$ cat src/rtl/ides4_ddr_if.sv
// Data-side signals of the 1:4 DDR input deserializer.
// The serial source drives D/CALIB; the fabric consumes the parallel word and its strobe.
interface ides4_ddr_if;
    logic       D;
    logic       CALIB;
    logic [3:0] Q;
    logic       Q_VALID;

    modport master (
        output D,
        output CALIB,
        input  Q,
        input  Q_VALID
    );

    modport slave (
        input  D,
        input  CALIB,
        output Q,
        output Q_VALID
    );
endinterface

$ cat src/rtl/ides_negcap.sv
// One-bit falling-edge capture flop with asynchronous active-low clear.
// It provides the earlier bit of each DDR pair.
module ides_negcap (
    input  logic CLK,
    input  logic CLEARN,
    input  logic D,
    output logic Q
);
    always_ff @(negedge CLK or negedge CLEARN) begin
        if (!CLEARN) begin
            Q <= 1'b0;
        end else begin
            Q <= D;
        end
    end
endmodule

$ cat src/rtl/ides4_ddr.sv
// 1:4 DDR input deserializer: two bits per CLK cycle, one 4-bit word every two cycles.
// CALIB rising edges slip the word boundary one bit later.
module ides4_ddr #(
    parameter bit LSB_FIRST = 1'b1
) (
    input  logic        CLK,
    input  logic        CLEARN,
    ides4_ddr_if.slave  bus
);
    localparam int WIN0_HI = 5;
    localparam int WIN1_HI = 4;

    logic       dn;
    // Only sr[5:3] is ever read again; older history never reaches either window.
    logic [5:3] sr_reg;
    logic [5:1] sr_next;
    logic       ph_reg, ph_next;
    logic       sel_reg, sel_next;
    logic       calib_q_reg;
    logic       calib_rise;
    logic       emit;
    logic [3:0] win;
    logic [3:0] word;
    logic [3:0] q_reg;
    logic       q_valid_reg;

    ides_negcap u_negcap (
        .CLK    (CLK),
        .CLEARN (CLEARN),
        .D      (bus.D),
        .Q      (dn)
    );

    assign sr_next    = {bus.D, dn, sr_reg[5:3]};
    assign calib_rise = bus.CALIB & ~calib_q_reg;

    always_comb begin
        sel_next = sel_reg;
        ph_next  = ~ph_reg;
        emit     = ph_reg;
        if (calib_rise) begin
            if (!sel_reg) begin
                // Widening slip: hold the phase so the next word waits one extra cycle.
                sel_next = 1'b1;
                ph_next  = ph_reg;
                emit     = 1'b0;
            end else begin
                sel_next = 1'b0;
            end
        end
    end

    // The window follows the post-slip selection so a 1->0 slip can emit on the same edge.
    assign win = sel_next ? sr_next[WIN1_HI -: 4] : sr_next[WIN0_HI -: 4];

    generate
        for (genvar gi = 0; gi < 4; gi++) begin : g_order
            assign word[gi] = LSB_FIRST ? win[gi] : win[3 - gi];
        end
    endgenerate

    always_ff @(posedge CLK or negedge CLEARN) begin
        if (!CLEARN) begin
            sr_reg      <= '0;
            ph_reg      <= 1'b0;
            sel_reg     <= 1'b0;
            calib_q_reg <= 1'b0;
            q_reg       <= 4'b0000;
            q_valid_reg <= 1'b0;
        end else begin
            sr_reg      <= sr_next[5:3];
            ph_reg      <= ph_next;
            sel_reg     <= sel_next;
            calib_q_reg <= bus.CALIB;
            q_valid_reg <= emit;
            if (emit) begin
                q_reg <= word;
            end
        end
    end

    assign bus.Q       = q_reg;
    assign bus.Q_VALID = q_valid_reg;
endmodule

$ cat src/flat_wrapper.sv
// flat-port wrapper written by rule: the top's interface ports become plain ports
module ides4_ddr_flat 
#(
    parameter bit LSB_FIRST = 1'b1
)
  (CLK, CLEARN, bus_D, bus_CALIB, bus_Q, bus_Q_VALID);
  ides4_ddr_if bus_i ();
  input  logic CLK;
  input  logic CLEARN;
  input wire logic [$bits(bus_i.D)-1:0] bus_D;
  input wire logic [$bits(bus_i.CALIB)-1:0] bus_CALIB;
  output wire logic [$bits(bus_i.Q)-1:0] bus_Q;
  output wire logic [$bits(bus_i.Q_VALID)-1:0] bus_Q_VALID;
  assign bus_i.D = bus_D;
  assign bus_i.CALIB = bus_CALIB;
  assign bus_Q = bus_i.Q;
  assign bus_Q_VALID = bus_i.Q_VALID;
  ides4_ddr #(.LSB_FIRST(LSB_FIRST)) u_core (.CLK(CLK), .CLEARN(CLEARN), .bus(bus_i));
endmodule
$ cat config.mk
export PLATFORM = sky130hd
export DESIGN_NAME = ides4_ddr_flat
export DESIGN_NICKNAME = d
export VERILOG_FILES = /design/src/rtl/ides4_ddr_if.sv /design/src/rtl/ides_negcap.sv /design/src/rtl/ides4_ddr.sv /design/src/flat_wrapper.sv
export SDC_FILE = /design/constraint.sdc
export NUM_CORES = 1
export LEC_CHECK = 0
export CAP_MARGIN = 25
export CELL_PAD_IN_SITES_DETAIL_PLACEMENT = 1
export CELL_PAD_IN_SITES_GLOBAL_PLACEMENT = 1
export CORE_AREA = 2 2 39 41
export CTS_BUF_LIST = sky130_fd_sc_hd__clkbuf_2 sky130_fd_sc_hd__clkbuf_4 sky130_fd_sc_hd__clkbuf_8
export CTS_CLUSTER_DIAMETER = 100
export DETAILED_ROUTE_END_ITERATION = 6
export DIE_AREA = 0 0 41 43
export GPL_TIMING_DRIVEN = 0
export PLACE_DENSITY = 0.75
export SLEW_MARGIN = 25
export SYNTH_ARGS = -nofsm -noshare
export SYNTH_HDL_FRONTEND = slang
export SYNTH_SLANG_ARGS = --single-unit
$ cat constraint.sdc
create_clock -name CLK -period 2.7 [get_ports CLK]
set_input_delay 0.81 -clock CLK [delete_from_list [all_inputs] [get_ports CLK]]
set_output_delay 0.81 -clock CLK [all_outputs]
set_load 0.01 [all_outputs]
# ---- Word-level counts from Yosys, hierarchy flattened
# Cells that the tools add are included.
dict set report word_totals {
  register_bits 12
  input_bits 4
  output_inout_bits 5
  wordCells 18
}
dict set report op_classes {
  eq_ne 1
  muxes 7
  bitwise 3
}
# operator n
set ops {}
lappend ops {{1-bit two-way mux} 6}
lappend ops {{4-bit two-way mux} 1}
lappend ops {{2-bit by 1-bit inequality test with 1-bit output (second input constant)} 1}
lappend ops {{1-bit inverter} 2}
lappend ops {{1-bit AND} 1}

# ---- Depth between registers and ports, before layout
dict set report logic_depth {
  ltp_word 4
  depth_mapped 4
  ltp_nobuf 4
}

# ---- Hierarchy
# From an unflattened synthesis, not the netlist that was laid out.
dict set report hier_totals {
  cells_unflattened 27
  area_unflattened_um2 467.9
}
# mod n_inst cells_per_inst area_each_um2 seq_area_each_um2
set modules_own_cells {}
lappend modules_own_cells {ides4_ddr 1 26 442.9 275.3}
lappend modules_own_cells {ides_negcap 1 1 25.0 25.0}

==> run_results.csv <==
group,metric,value,unit
synth,synth_nets,32,
timing,tightestPinTransition,546.7,ps
floorplan,core,0.001384,mm²
clocking,cts.repair.resized,0,
timing,fin_tns_setup,0,ps
timing,slew_headroom,63.44,%
floorplan,fp.dieW,41,µm
clocking,clk_pin_slew_worst_paths,70,ps
drt,dr.pass1.iters,1,
place,place_ws,-152.9,ps
final_layout,nets,45,
floorplan,dieArea,0.001763,mm²
synth,synth.top_cells.by_area,"dfrtp_1 (59%), mux2_4 (13%), mux2_2 (9.6%), dfrtn_1 (5.3%), a21bo_4 (3.5%)",
timing,setup_viol,0,
timing,timing.final.ws_setup,188.2,ps
drt,antenna_left,0,
grt,grt_usage,12.09,%
clocking,cts_made_buffers,3,
clocking,holdBufCountCts,0,
synth,async_reset_ff_share,100.0,%
synth,yosysTopAreaCell,"dfrtp_1",
place,gp_congestion,0.7099,
final_layout,instances_no_fill,55,
final_layout,n_antenna_cell,0,
worst_setup_path,path_max_fanout,12,
clocking,postCtsSetupBuffers,0,
worst_setup_path,crit_path_end_kind,"async pin",
worst_setup_path,crit_type,"input pin to async pin",
final_layout,fin_area,598.1,µm²
synth,synth-seq-area-share,64.17,%
synth,yosys-top-cells-count,"dfrtp_1 (11), mux2_2 (4), mux2_4 (4)",
floorplan,start_util,33.82,%
drt,routed_wl,788,µm
timing,rsz0062_at_grt,"no",
drt,dr_total_vias,252,
hold_path,hp-class,"flop to flop",
synth,yosysWarnings,0,
worst_setup_path,cp.required,1820,ps
synth,yosysTopAreaCellShare,58.82,%
synth,avgSynthCellArea,17.33,µm²
drt,m1WireLength,340,µm
synth,syn_inst,27,
power,cellLeakagePower,0.2799,nW
drt,drc,0,
clocking,clk_latency,280,ps
worst_setup_path,crit_chain,"clkdlybuf4s50_1",
worst_setup_path,worstPathArrival,1630,ps
synth,yosysMostFrequentCell,"dfrtp_1",
job,drv_cap,0,
grt,antenna_found_initial,0,
synth,syn-cell-area,467.9,µm²
drt,routedWlPerCell,14.33,µm
worst_setup_path,crit_path_start_kind,"input pin",
final_layout,largest_reg_flops,4,
place,dpl.cell_count,51,
place,postPlaceCellArea,568.0,µm²
synth,netlist-cell-type-count,9,
power,power_density,1143,mW/mm²
clocking,cts.sink_count,12,
final_layout,area_delta_synth_final,27.81,%
worst_setup_path,slowest_stage,"clkdlybuf4s50_1",
drt,top_layer_used,"met4",
synth,synth_seq_cells,12,
timing,clock_skew,6.775,ps
clocking,cts-root-buf,"clkbuf_4",
power,vdd_drop_max,0.3844,mV
grt,grt_pass1_vias,274,
clocking,clockBufferDepth,2,
floorplan,row_count,14,
drt,routed_via_density,4.582,
grt,grt_overflow,0,
synth,synth-main-ff-cell,"dfrtp_1",
floorplan,die_h,43,µm
clocking,cts_max_level,1,
synth,synth-edff-count,0,
worst_setup_path,max_stage_delay,810,ps
drt,drt_iter0_drc,0,
timing,hold_viol,0,
timing,slew_violations,0,
grt,grt_max_degree,13,
drt,wl_met2,357,µm
grt,grt_pass1_wl,1.297,mm
floorplan,num_io_pins,9,
drt,dr_wl_met3,56,µm
final_layout,drive_above_1_share,35.90,%
status,outcome,"complete, no violations",
worst_setup_path,crit_family,"buffers and inverters",
worst_setup_path,critPathBufInv,1,
place,hpwl,571.7,µm
clocking,cts_tree,"yes",
place,io_buffers,8,
==> final timing paths <==
kind                                   start                 to  slack [ps]  cells after the start
max                                   CLEARN  u_core.u_negcap.Q         190                      1
min                         u_core.sr_reg[5]   u_core.sr_reg[3]         420                      0
max reg2reg                u_core.u_negcap.Q    u_core.bus.Q[2]         320                      2
min reg2reg                 u_core.sr_reg[5]   u_core.sr_reg[3]         420                      0
max in group CLK                       bus_D  u_core.u_negcap.Q         200                      1
min in group asynchronous             CLEARN   u_core.sr_reg[3]         890                      1
==> cells by family (layout without fill, tap and decap cells) <==
logic type / Yosys count / count (layout) / synth area share, %
AO/OA/AOI/OAI: 1 / 1 / 3.477
XOR/XNOR: 1 / 1 / 1.872
adder cells (fa/ha/maj): 1 / 1 / 2.673
buffers and inverters: 3 / 15 / 2.406
flip-flops: 12 / 12 / 64.17
multiplexers: 8 / 8 / 22.46
AND/OR/NAND/NOR: 1 / 1 / 2.940
==> metrics by stage <==
stage	hold WS, ps	power [W]	utilization (%)
after floorplan	365.1	0.0004520	-
after detailed placement	405.7	0.0005647	41.05
after global placement	380.4	0.0005522	41.05
after CTS	425.2	0.0006945	43.22
after global routing	440.2	0.0007286	43.22
final	420.2	0.0006838	43.22
==> cell usage in the layout, fill, tap and decap left out <==
| cell | instances |
|---|---|
| ha_1 | 1 |
| clkdlybuf4s50_1 | 8 |
| inv_1 | 3 |
| dfrtn_1 | 1 |
| xnor2_1 | 1 |
| a21bo_4 | 1 |
| mux2_4 | 4 |
| mux2_2 | 4 |
| clkbuf_4 | 4 |
| nor2b_4 | 1 |
| dfrtp_1 | 11 |
==> metal layers <==
| layer | vias up | GRT usage, % |
|---|---|---|
| met5 | - | 0 |
| met4 | 0 | 12.00 |
| met3 | 5 | 3.665 |
| met2 | 11 | 16.25 |
| met1 | 123 | 14.09 |
| li1 | 113 | - |
==> area by class of cell <==
cell class	instances	area (µm²)
Timing Repair Buffer	8	80.08
Sequential cell	12	300.3
Tap cell	16	20.02
Inverter	3	11.26
Clock buffer	4	30.03
Fill cell	145	785.8
Multi-Input combinational cell	12	156.4
==> power breakdown <==
| group | internal [W] | leakage, nW | switching, W |
|---|---|---|---|
| clock | 0.0000673 | 0.0184 | 0.0000596 |
| sequential | 0.000239 | 0.140 | 0.0000282 |
| combinational | 0.000189 | 0.121 | 0.000101 |
| total | 0.000495 | 0.280 | 0.000189 |
Note: power is estimated with default switching activity, not from simulation.
